File: config.mk
export PLATFORM = sky130hd
export DESIGN_NAME = register_file_flat
export DESIGN_NICKNAME = d
export VERILOG_FILES = /design/src/rtl/register_file_if.sv /design/src/rtl/register_file.sv /design/src/flat_wrapper.sv
export SDC_FILE = /design/constraint.sdc
export NUM_CORES = 2
export LEC_CHECK = 0
export CAP_MARGIN = 40
export CORE_UTILIZATION = 60
export DETAILED_ROUTE_END_ITERATION = 8
export HOLD_SLACK_MARGIN = 0.06
export PLACE_DENSITY = 0.76
export SLEW_MARGIN = 0
export SYNTH_ARGS = -nofsm -noshare
export SYNTH_HDL_FRONTEND = slang
export SYNTH_SLANG_ARGS = --single-unit
File: constraint.sdc
create_clock -name clk -period 2.4 [get_ports clk]
set_clock_uncertainty 0.2 [all_clocks]
set_input_delay 0.48 -clock clk [delete_from_list [all_inputs] [get_ports clk]]
set_output_delay 0.48 -clock clk [all_outputs]
set_load 0.01 [all_outputs]
File: src/rtl/register_file_if.sv
// ============================================================================
// Module      : register_file_if
// Description : Decode/write-back to register-file bus (read addresses, write port, operands)
// Revision    : 1.0 - initial release
// ============================================================================
`default_nettype none

interface register_file_if #(
    parameter int DATA_WIDTH = 32,
    parameter int ADDR_WIDTH = 5
);
    logic [ADDR_WIDTH-1:0] rs1;
    logic [ADDR_WIDTH-1:0] rs2;
    logic                  read_en;
    logic                  flush;
    logic [ADDR_WIDTH-1:0] rd;
    logic [DATA_WIDTH-1:0] write_data;
    logic                  write_en;
    logic [DATA_WIDTH-1:0] rs1_data;
    logic [DATA_WIDTH-1:0] rs2_data;
    logic                  operand_valid;

    modport master (
        output rs1, rs2, read_en, flush, rd, write_data, write_en,
        input  rs1_data, rs2_data, operand_valid
    );

    modport slave (
        input  rs1, rs2, read_en, flush, rd, write_data, write_en,
        output rs1_data, rs2_data, operand_valid
    );
endinterface

`default_nettype wire

File: src/rtl/register_file.sv
// ============================================================================
// Module      : register_file
// Description : 32x32 RISC-V integer register file, registered operands with
//               write-back bypass, stall hold and flush
// Revision    : 1.0 - initial release
// ============================================================================
`default_nettype none

module register_file #(
    parameter int DATA_WIDTH = 32,
    parameter int ADDR_WIDTH = 5
) (
    input  wire                  clk,
    input  wire                  rst_n,
    register_file_if.slave       bus
);
    localparam int NUM_REGS = 1 << ADDR_WIDTH;

    // Entry 0 is a constant zero; only entries 1..NUM_REGS-1 have storage.
    logic [DATA_WIDTH-1:0] w_rf [NUM_REGS];
    logic [DATA_WIDTH-1:0] w_rs1_val;
    logic [DATA_WIDTH-1:0] w_rs2_val;
    logic [DATA_WIDTH-1:0] r_rs1_data;
    logic [DATA_WIDTH-1:0] r_rs2_data;
    logic                  r_operand_valid;

    assign w_rf[0] = '0;

    generate
        for (genvar gi = 1; gi < NUM_REGS; gi++) begin : g_reg
            localparam logic [ADDR_WIDTH-1:0] c_IDX = ADDR_WIDTH'(gi);
            logic [DATA_WIDTH-1:0] r_q;

            always_ff @(posedge clk or negedge rst_n) begin
                if (!rst_n) begin
                    r_q <= '0;
                end else if (bus.write_en && (bus.rd == c_IDX)) begin
                    r_q <= bus.write_data;
                end
            end

            assign w_rf[gi] = r_q;
        end
    endgenerate

    // Write-first forwarding: a same-edge write to the addressed register wins.
    always_comb begin
        w_rs1_val = w_rf[bus.rs1];
        if (bus.write_en && (bus.rs1 != '0) && (bus.rd == bus.rs1)) begin
            w_rs1_val = bus.write_data;
        end
    end

    always_comb begin
        w_rs2_val = w_rf[bus.rs2];
        if (bus.write_en && (bus.rs2 != '0) && (bus.rd == bus.rs2)) begin
            w_rs2_val = bus.write_data;
        end
    end

    always_ff @(posedge clk or negedge rst_n) begin
        if (!rst_n) begin
            r_rs1_data      <= '0;
            r_rs2_data      <= '0;
            r_operand_valid <= 1'b0;
        end else if (bus.flush) begin
            r_rs1_data      <= '0;
            r_rs2_data      <= '0;
            r_operand_valid <= 1'b0;
        end else if (bus.read_en) begin
            r_rs1_data      <= w_rs1_val;
            r_rs2_data      <= w_rs2_val;
            r_operand_valid <= 1'b1;
        end
    end

    assign bus.rs1_data      = r_rs1_data;
    assign bus.rs2_data      = r_rs2_data;
    assign bus.operand_valid = r_operand_valid;

endmodule

`default_nettype wire

File: src/flat_wrapper.sv
// flat-port wrapper written by rule: the top's interface ports become plain ports
module register_file_flat 
#(
    parameter int DATA_WIDTH = 32,
    parameter int ADDR_WIDTH = 5
)
  (clk, rst_n, bus_rs1, bus_rs2, bus_read_en, bus_flush, bus_rd, bus_write_data, bus_write_en, bus_rs1_data, bus_rs2_data, bus_operand_valid);
  register_file_if #(.DATA_WIDTH(DATA_WIDTH), .ADDR_WIDTH(ADDR_WIDTH)) bus_i ();
  input  wire clk;
  input  wire rst_n;
  input wire logic [$bits(bus_i.rs1)-1:0] bus_rs1;
  input wire logic [$bits(bus_i.rs2)-1:0] bus_rs2;
  input wire logic [$bits(bus_i.read_en)-1:0] bus_read_en;
  input wire logic [$bits(bus_i.flush)-1:0] bus_flush;
  input wire logic [$bits(bus_i.rd)-1:0] bus_rd;
  input wire logic [$bits(bus_i.write_data)-1:0] bus_write_data;
  input wire logic [$bits(bus_i.write_en)-1:0] bus_write_en;
  output wire logic [$bits(bus_i.rs1_data)-1:0] bus_rs1_data;
  output wire logic [$bits(bus_i.rs2_data)-1:0] bus_rs2_data;
  output wire logic [$bits(bus_i.operand_valid)-1:0] bus_operand_valid;
  assign bus_i.rs1 = bus_rs1;
  assign bus_i.rs2 = bus_rs2;
  assign bus_i.read_en = bus_read_en;
  assign bus_i.flush = bus_flush;
  assign bus_i.rd = bus_rd;
  assign bus_i.write_data = bus_write_data;
  assign bus_i.write_en = bus_write_en;
  assign bus_rs1_data = bus_i.rs1_data;
  assign bus_rs2_data = bus_i.rs2_data;
  assign bus_operand_valid = bus_i.operand_valid;
  register_file #(.DATA_WIDTH(DATA_WIDTH), .ADDR_WIDTH(ADDR_WIDTH)) u_core (.clk(clk), .rst_n(rst_n), .bus(bus_i));
endmodule
# ---- Word level (Yosys, flattened, before mapping)
# Index checks and enable logic that the tools add are counted.
dict set report totals {
  reg_bits 1057
  inputBits 52
}
dict set report classes {
  n_lt_le_gt_ge 2
  eq_ne 33
  muxes 14
  n_bitwise 2
  n_reduce_logical 38
}
# operator count
set op_table {}
lappend op_table {{32-bit binary-select mux with 5-bit select} 2}
lappend op_table {{32-bit 2-to-1 mux} 10}
lappend op_table {{5-bit == test (second input constant)} 16}
lappend op_table {{5-bit by 4-bit == test with 1-bit output (second input constant)} 8}
lappend op_table {{1-bit logical AND} 35}
lappend op_table {{5-bit by 3-bit == test with 1-bit output (second input constant)} 4}
lappend op_table {{6-bit >= comparator (second input constant)} 2}
lappend op_table {{5-bit NOT with 6-bit output} 2}
lappend op_table {{5-bit by 2-bit == test with 1-bit output (second input constant)} 2}
lappend op_table {{5-bit == test} 2}
lappend op_table {{5-bit nonzero test} 2}
lappend op_table {{5-bit by 1-bit == test with 1-bit output (second input constant)} 1}
lappend op_table {{1-bit 2-to-1 mux} 2}
lappend op_table {{2-bit nonzero test} 1}

# ---- Longest topological paths before layout
dict set report depth {
  depth_word 7
  mapped_depth 11
}

# ---- Worst setup path after synthesis
# OpenSTA, ideal clock, no wires.
dict set report synth_path {
  kind {input-to-reg}
  from {input bus_rs2[0]}
  to {register u_core.r_rs2_data[0], in the netlist u_core.bus.rs2_data[0]}
  setup_time_ns 0.126
  t_arrival_ns 2.269
  required_time_ns 2.074
  slack_ns -0.195
  path_stages 9
  path_cell_list {buf_2 buf_6 buf_6 buf_6 buf_2 mux2_2 a221oi_1 nor3_1 a221o_1}
}
dict set report synth_between {
  elab_chain_len 7
  word_cells_on_any_way 11
  classes_between {eq/ne: 1; mux: 6; bitwise: 1; reduce/logical: 3}
}
# item line_no
set synth_lines {}
lappend synth_lines {{start: declaration} flat_wrapper.sv:12} ;# input wire logic [$bits(bus_i.rs2)-1:0] bus_rs2;
lappend synth_lines {{5-bit NOT with 6-bit output (not written as such)} register_file.sv:55} ;# w_rs2_val = w_rf[bus.rs2];
lappend synth_lines {{32-bit binary-select mux with 5-bit select} register_file.sv:55}
lappend synth_lines {{32-bit 2-to-1 mux (not written as such) (2 in series)} register_file.sv:55}
lappend synth_lines {{32-bit 2-to-1 mux (*)} register_file.sv:56} ;# if (bus.write_en && (bus.rs2 != '0) && (bus.rd == bus.rs2)) begin
lappend synth_lines {{32-bit 2-to-1 mux (*)} register_file.sv:70} ;# end else if (bus.read_en) begin
lappend synth_lines {{32-bit 2-to-1 mux (*)} register_file.sv:66} ;# end else if (bus.flush) begin
lappend synth_lines {{end signal: assignment} register_file.sv:72} ;# r_rs2_data <= w_rs2_val;
lappend synth_lines {{end: declaration} register_file.sv:24} ;# logic [DATA_WIDTH-1:0] r_rs2_data;
# Every way passes the cells marked *; elsewhere a longest branch is shown, timed or not. The select of a mux whose other input is x is not followed.
# A chain may end at the register's enable or synchronous reset.

# ---- Worst setup path after layout
dict set report layout_path {
  from {register u_core.r_rs1_data[18], in the netlist u_core.bus.rs1_data[18]}
  to {output bus_rs1_data[18]}
}
# item line_no
set layout_lines {}
lappend layout_lines {{start: declaration} register_file.sv:23} ;# logic [DATA_WIDTH-1:0] r_rs1_data;
lappend layout_lines {{start signal: assignment} register_file.sv:71} ;# r_rs1_data <= w_rs1_val;
lappend layout_lines {{end: declaration} flat_wrapper.sv:18} ;# output wire logic [$bits(bus_i.rs1_data)-1:0] bus_rs1_data;
# No word-level cell between the ends.

==> results.sh <==
export IMPL_synthCells=3859
export IMPL_power_leakage_uw=0.0296
export IMPL_dieWidth_um=308
export IMPL_synth_edf_count=0
export IMPL_root_buffer="clkbuf_16"
export IMPL_critPathLaunchType="flip-flop"
export IMPL_tritoncts="built"
export IMPL_fin_crit_sh_pct=99.4
export IMPL_yosys_warnings=0
export IMPL_htree_levels=3
export IMPL_grt_pass1_wl_mm=286
export IMPL_first_global_vias=41800
export IMPL_gp_congestion=0.956
export IMPL_port_buffers=116
export IMPL_syn_num_nets=3911
export IMPL_ys_seq_area_share_pct=47.0
export IMPL_slew_viol_final=0
export IMPL_arrival_ns=1.70
export IMPL_status="complete, no violations"
export IMPL_synthArstFlopShare_pct=100
export IMPL_wl_per_cell_um=34.8
export IMPL_clk_pin_slew_ns=0.06
export IMPL_cts_buffers=113
export IMPL_io_pins=117
export IMPL_peakVddDrop_mv=0.676
export IMPL_setup_violations_final=0
export IMPL_cts_sinks=1057
export IMPL_final_nets=4313
export IMPL_criticalPathCategory="reg2out"
export IMPL_core_rowCount=111
export IMPL_synth_area_per_cell_um2=14.6
export IMPL_crit_family="buffers and inverters"
export IMPL_antenna_found_initial=11
export IMPL_power_total_uw=53800
export IMPL_final_layout_size_suffix_gt1_share_pct=54.4
export IMPL_clk_insertion_delay_late_ns=0.73
export IMPL_dp_hpwl_mm=130
export IMPL_area_growth_pct=20.0
export IMPL_drcViolationCount=0
export IMPL_die_h_um=308
export IMPL_relSlewSlack_pct=39.6
export IMPL_cts_path_max_buffers=3
export IMPL_finalHoldViolCount=0
export IMPL_p_per_area_nw_per_um2=797
export IMPL_crit_required_ns=1.72
export IMPL_critPathCaptureType="output pin"
export IMPL_globalRoute_totalOverflow=0
export IMPL_post_route_min_period_ns=2.38
export IMPL_hp_class="in2reg"
export IMPL_cpMaxStageDelayCell="clkdlybuf4s50_1"
export IMPL_viasPerCell=7.31
export IMPL_drv_cap=0
export IMPL_grt_use_total_pct=41.8
export IMPL_fmax_ghz=0.419
export IMPL_tightest_slew_ns=0.905
export IMPL_path_max_fanout=3
export IMPL_syn_area_um2=56300
export IMPL_grt_max_degree=93
export IMPL_fp_dieArea_um2=95000
export IMPL_vias=40900
export IMPL_yosysUniqueCellTypes=65
export IMPL_slowest_delay_ns=0.56
export IMPL_wirelength_mm=195
export IMPL_ys_ff_latch=1057
export IMPL_ant_nets=0
export IMPL_path_buf_inv=1
export IMPL_crit_chain="clkdlybuf4s50_1"
export IMPL_start_util_pct=61.0
export IMPL_fill_cells=5883
export IMPL_dr_pass1_iters=5
export IMPL_synth_top_flop_cell="dfrtp_1"
export IMPL_utilization_pct=73.2
export IMPL_drtIter0Drc=5366
export IMPL_coreArea_um2=92200
## synthesized netlist by cell type (9+ instances only)
library cell | number | area [um2]
a211oi_1 | 11 | 82.6
mux4_2 | 411 | 9260
a22o_1 | 11 | 96.3
o21ai_0 | 32 | 160
o31ai_1 | 12 | 90.1
o22ai_1 | 48 | 300
buf_1 | 56 | 210
nand3_1 | 15 | 75.1
nor2b_1 | 49 | 307
a22oi_1 | 47 | 353
buf_6 | 25 | 282
o221ai_1 | 9 | 78.8
buf_2 | 83 | 415
a221oi_1 | 81 | 709
a21oi_1 | 27 | 135
nor2_1 | 73 | 274
mux2_2 | 1104 | 12400
clkbuf_1 | 207 | 777
a221o_1 | 40 | 400
o211ai_1 | 13 | 97.6
o32ai_1 | 15 | 131
nand4_1 | 10 | 62.6
o21ai_1 | 13 | 65.1
nand2_1 | 99 | 372
mux2i_1 | 106 | 1060
nand4b_1 | 10 | 87.6
a31oi_1 | 11 | 68.8
mux2_1 | 11 | 124
dfrtp_1 | 1057 | 26500
nand2b_1 | 16 | 100
buf_4 | 41 | 308
nor3_1 | 23 | 115
## state kept, by name, summed over array words and instances, names as in the netlist
signal,count
u_core.g.r_q,992
u_core.bus.rs1_data,32
u_core.bus.rs2_data,32
u_core.bus.operand_valid,1
## logic make-up after synthesis
| group | count (synthesis) | synth area share, % |
|---|---|---|
| multiplexers | 1632 | 40.6 |
| flip-flops | 1057 | 47.0 |
| buffers and inverters | 417 | 3.61 |
| AO/OA/AOI/OAI | 416 | 5.68 |
| AND/OR/NAND/NOR | 329 | 2.92 |
| XOR/XNOR | 8 | 0.125 |
## area by class of cell
cell class	instances	area, um2	area share (%)
clock buffer	153	3190	4.72
inverter	3	13.8	0.0204
timing repair buffer	701	7490	11.1
tap	1243	1560	2.30
clock inverter	53	727	1.08
antenna	4	10.0	0.0148
multi-input combinational	2385	28100	41.6
sequential	1057	26500	39.2
## per-stage QoR
| stage | cells | hold slack (ns) | worst slack (ns) | area (um2) | setup TNS [ns] |
|---|---|---|---|---|---|
| finish | 5599 | 0.205 | 0.0153 | 67500 | 0 |
| detailed placement | 5383 | 0.191 | -0.562 | 63500 | -373.91 |
| floorplan | 3859 | -0.0156 | -0.0501 | 56500 | -0.665 |
| CTS | 5593 | 0.169 | 0.00252 | 67500 | 0 |
| global placement | 5383 | 0.192 | -0.492 | 63500 | -372.09 |
| global route | 5595 | 0.183 | -0.00842 | 67500 | -0.00842 |
## placed cells by master, fill, tap and decap left out, types with 11 or more instances in the layout
master,instances
o31ai_1,12
nor2_1,59
nand3_1,14
nand2_1,88
a221o_1,40
o211ai_1,13
buf_4,433
nand2b_1,14
a22oi_1,47
dlygate4sd2_1,15
clkinv_2,24
a31oi_1,11
nor2b_1,44
mux2_2,1104
a22o_1,11
nor2_4,13
mux2_1,11
clkbuf_16,114
clkbuf_1,20
o21ai_0,32
dfrtp_1,1048
clkdlybuf4s50_1,83
o32ai_1,15
clkbuf_8,19
mux2i_1,106
buf_12,154
mux4_2,411
a221oi_1,74
o21ai_1,13
bufinv_16,16
a211oi_1,11
nor3_1,22
o22ai_1,48
a21oi_1,27
nand2_2,11
## worst paths after layout
| path | slack [ns] | startpoint | endpoint | cells after the start |
|---|---|---|---|---|
| worst max-delay path | 0.02 | u_core.bus.rs1_data[18] | bus_rs1_data[18] | 1 |
| worst min-delay path | 0.20 | bus_read_en | u_core.bus.rs2_data[8] | 4 |
| worst max register to register | 0.09 | u_core.g_reg[23].r_q[5] | u_core.bus.rs2_data[5] | 5 |
| worst min register to register | 0.31 | u_core.bus.rs1_data[12] | u_core.bus.rs1_data[12] | 2 |
| max in group asynchronous | 0.65 | rst_n | u_core.g_reg[6].r_q[27] | 4 |
| min in group asynchronous | 0.31 | rst_n | u_core.g_reg[11].r_q[0] | 3 |
## repair_timing
item,in CTS,in global routing
resized for setup,24,6
pin swaps,0,0
endpoints found under the setup margin,21,7
hold endpoints to repair,628,0
buffers inserted,2,1
hold buffers,2,0
## where the power goes
part / internal, uW / switching, uW / leakage [uW] / total, uW
clock: 11000 / 7570 / 0.00193 / 18600
combinational: 6790 / 4480 / 0.0141 / 11300
sequential: 21200 / 2740 / 0.0135 / 23900
total: 39000 / 14800 / 0.0296 / 53800
## per-layer routing
metal / up-vias / share of wire [%] / track usage, %
met5: - / 0.021 / 0
met4: 6 / 7.6 / 25.4
met3: 793 / 12 / 11.2
met2: 2906 / 45 / 62.3
met1: 21400 / 36 / 55.1
li1: 15800 / - / -
(Power assumes the default switching activity.)
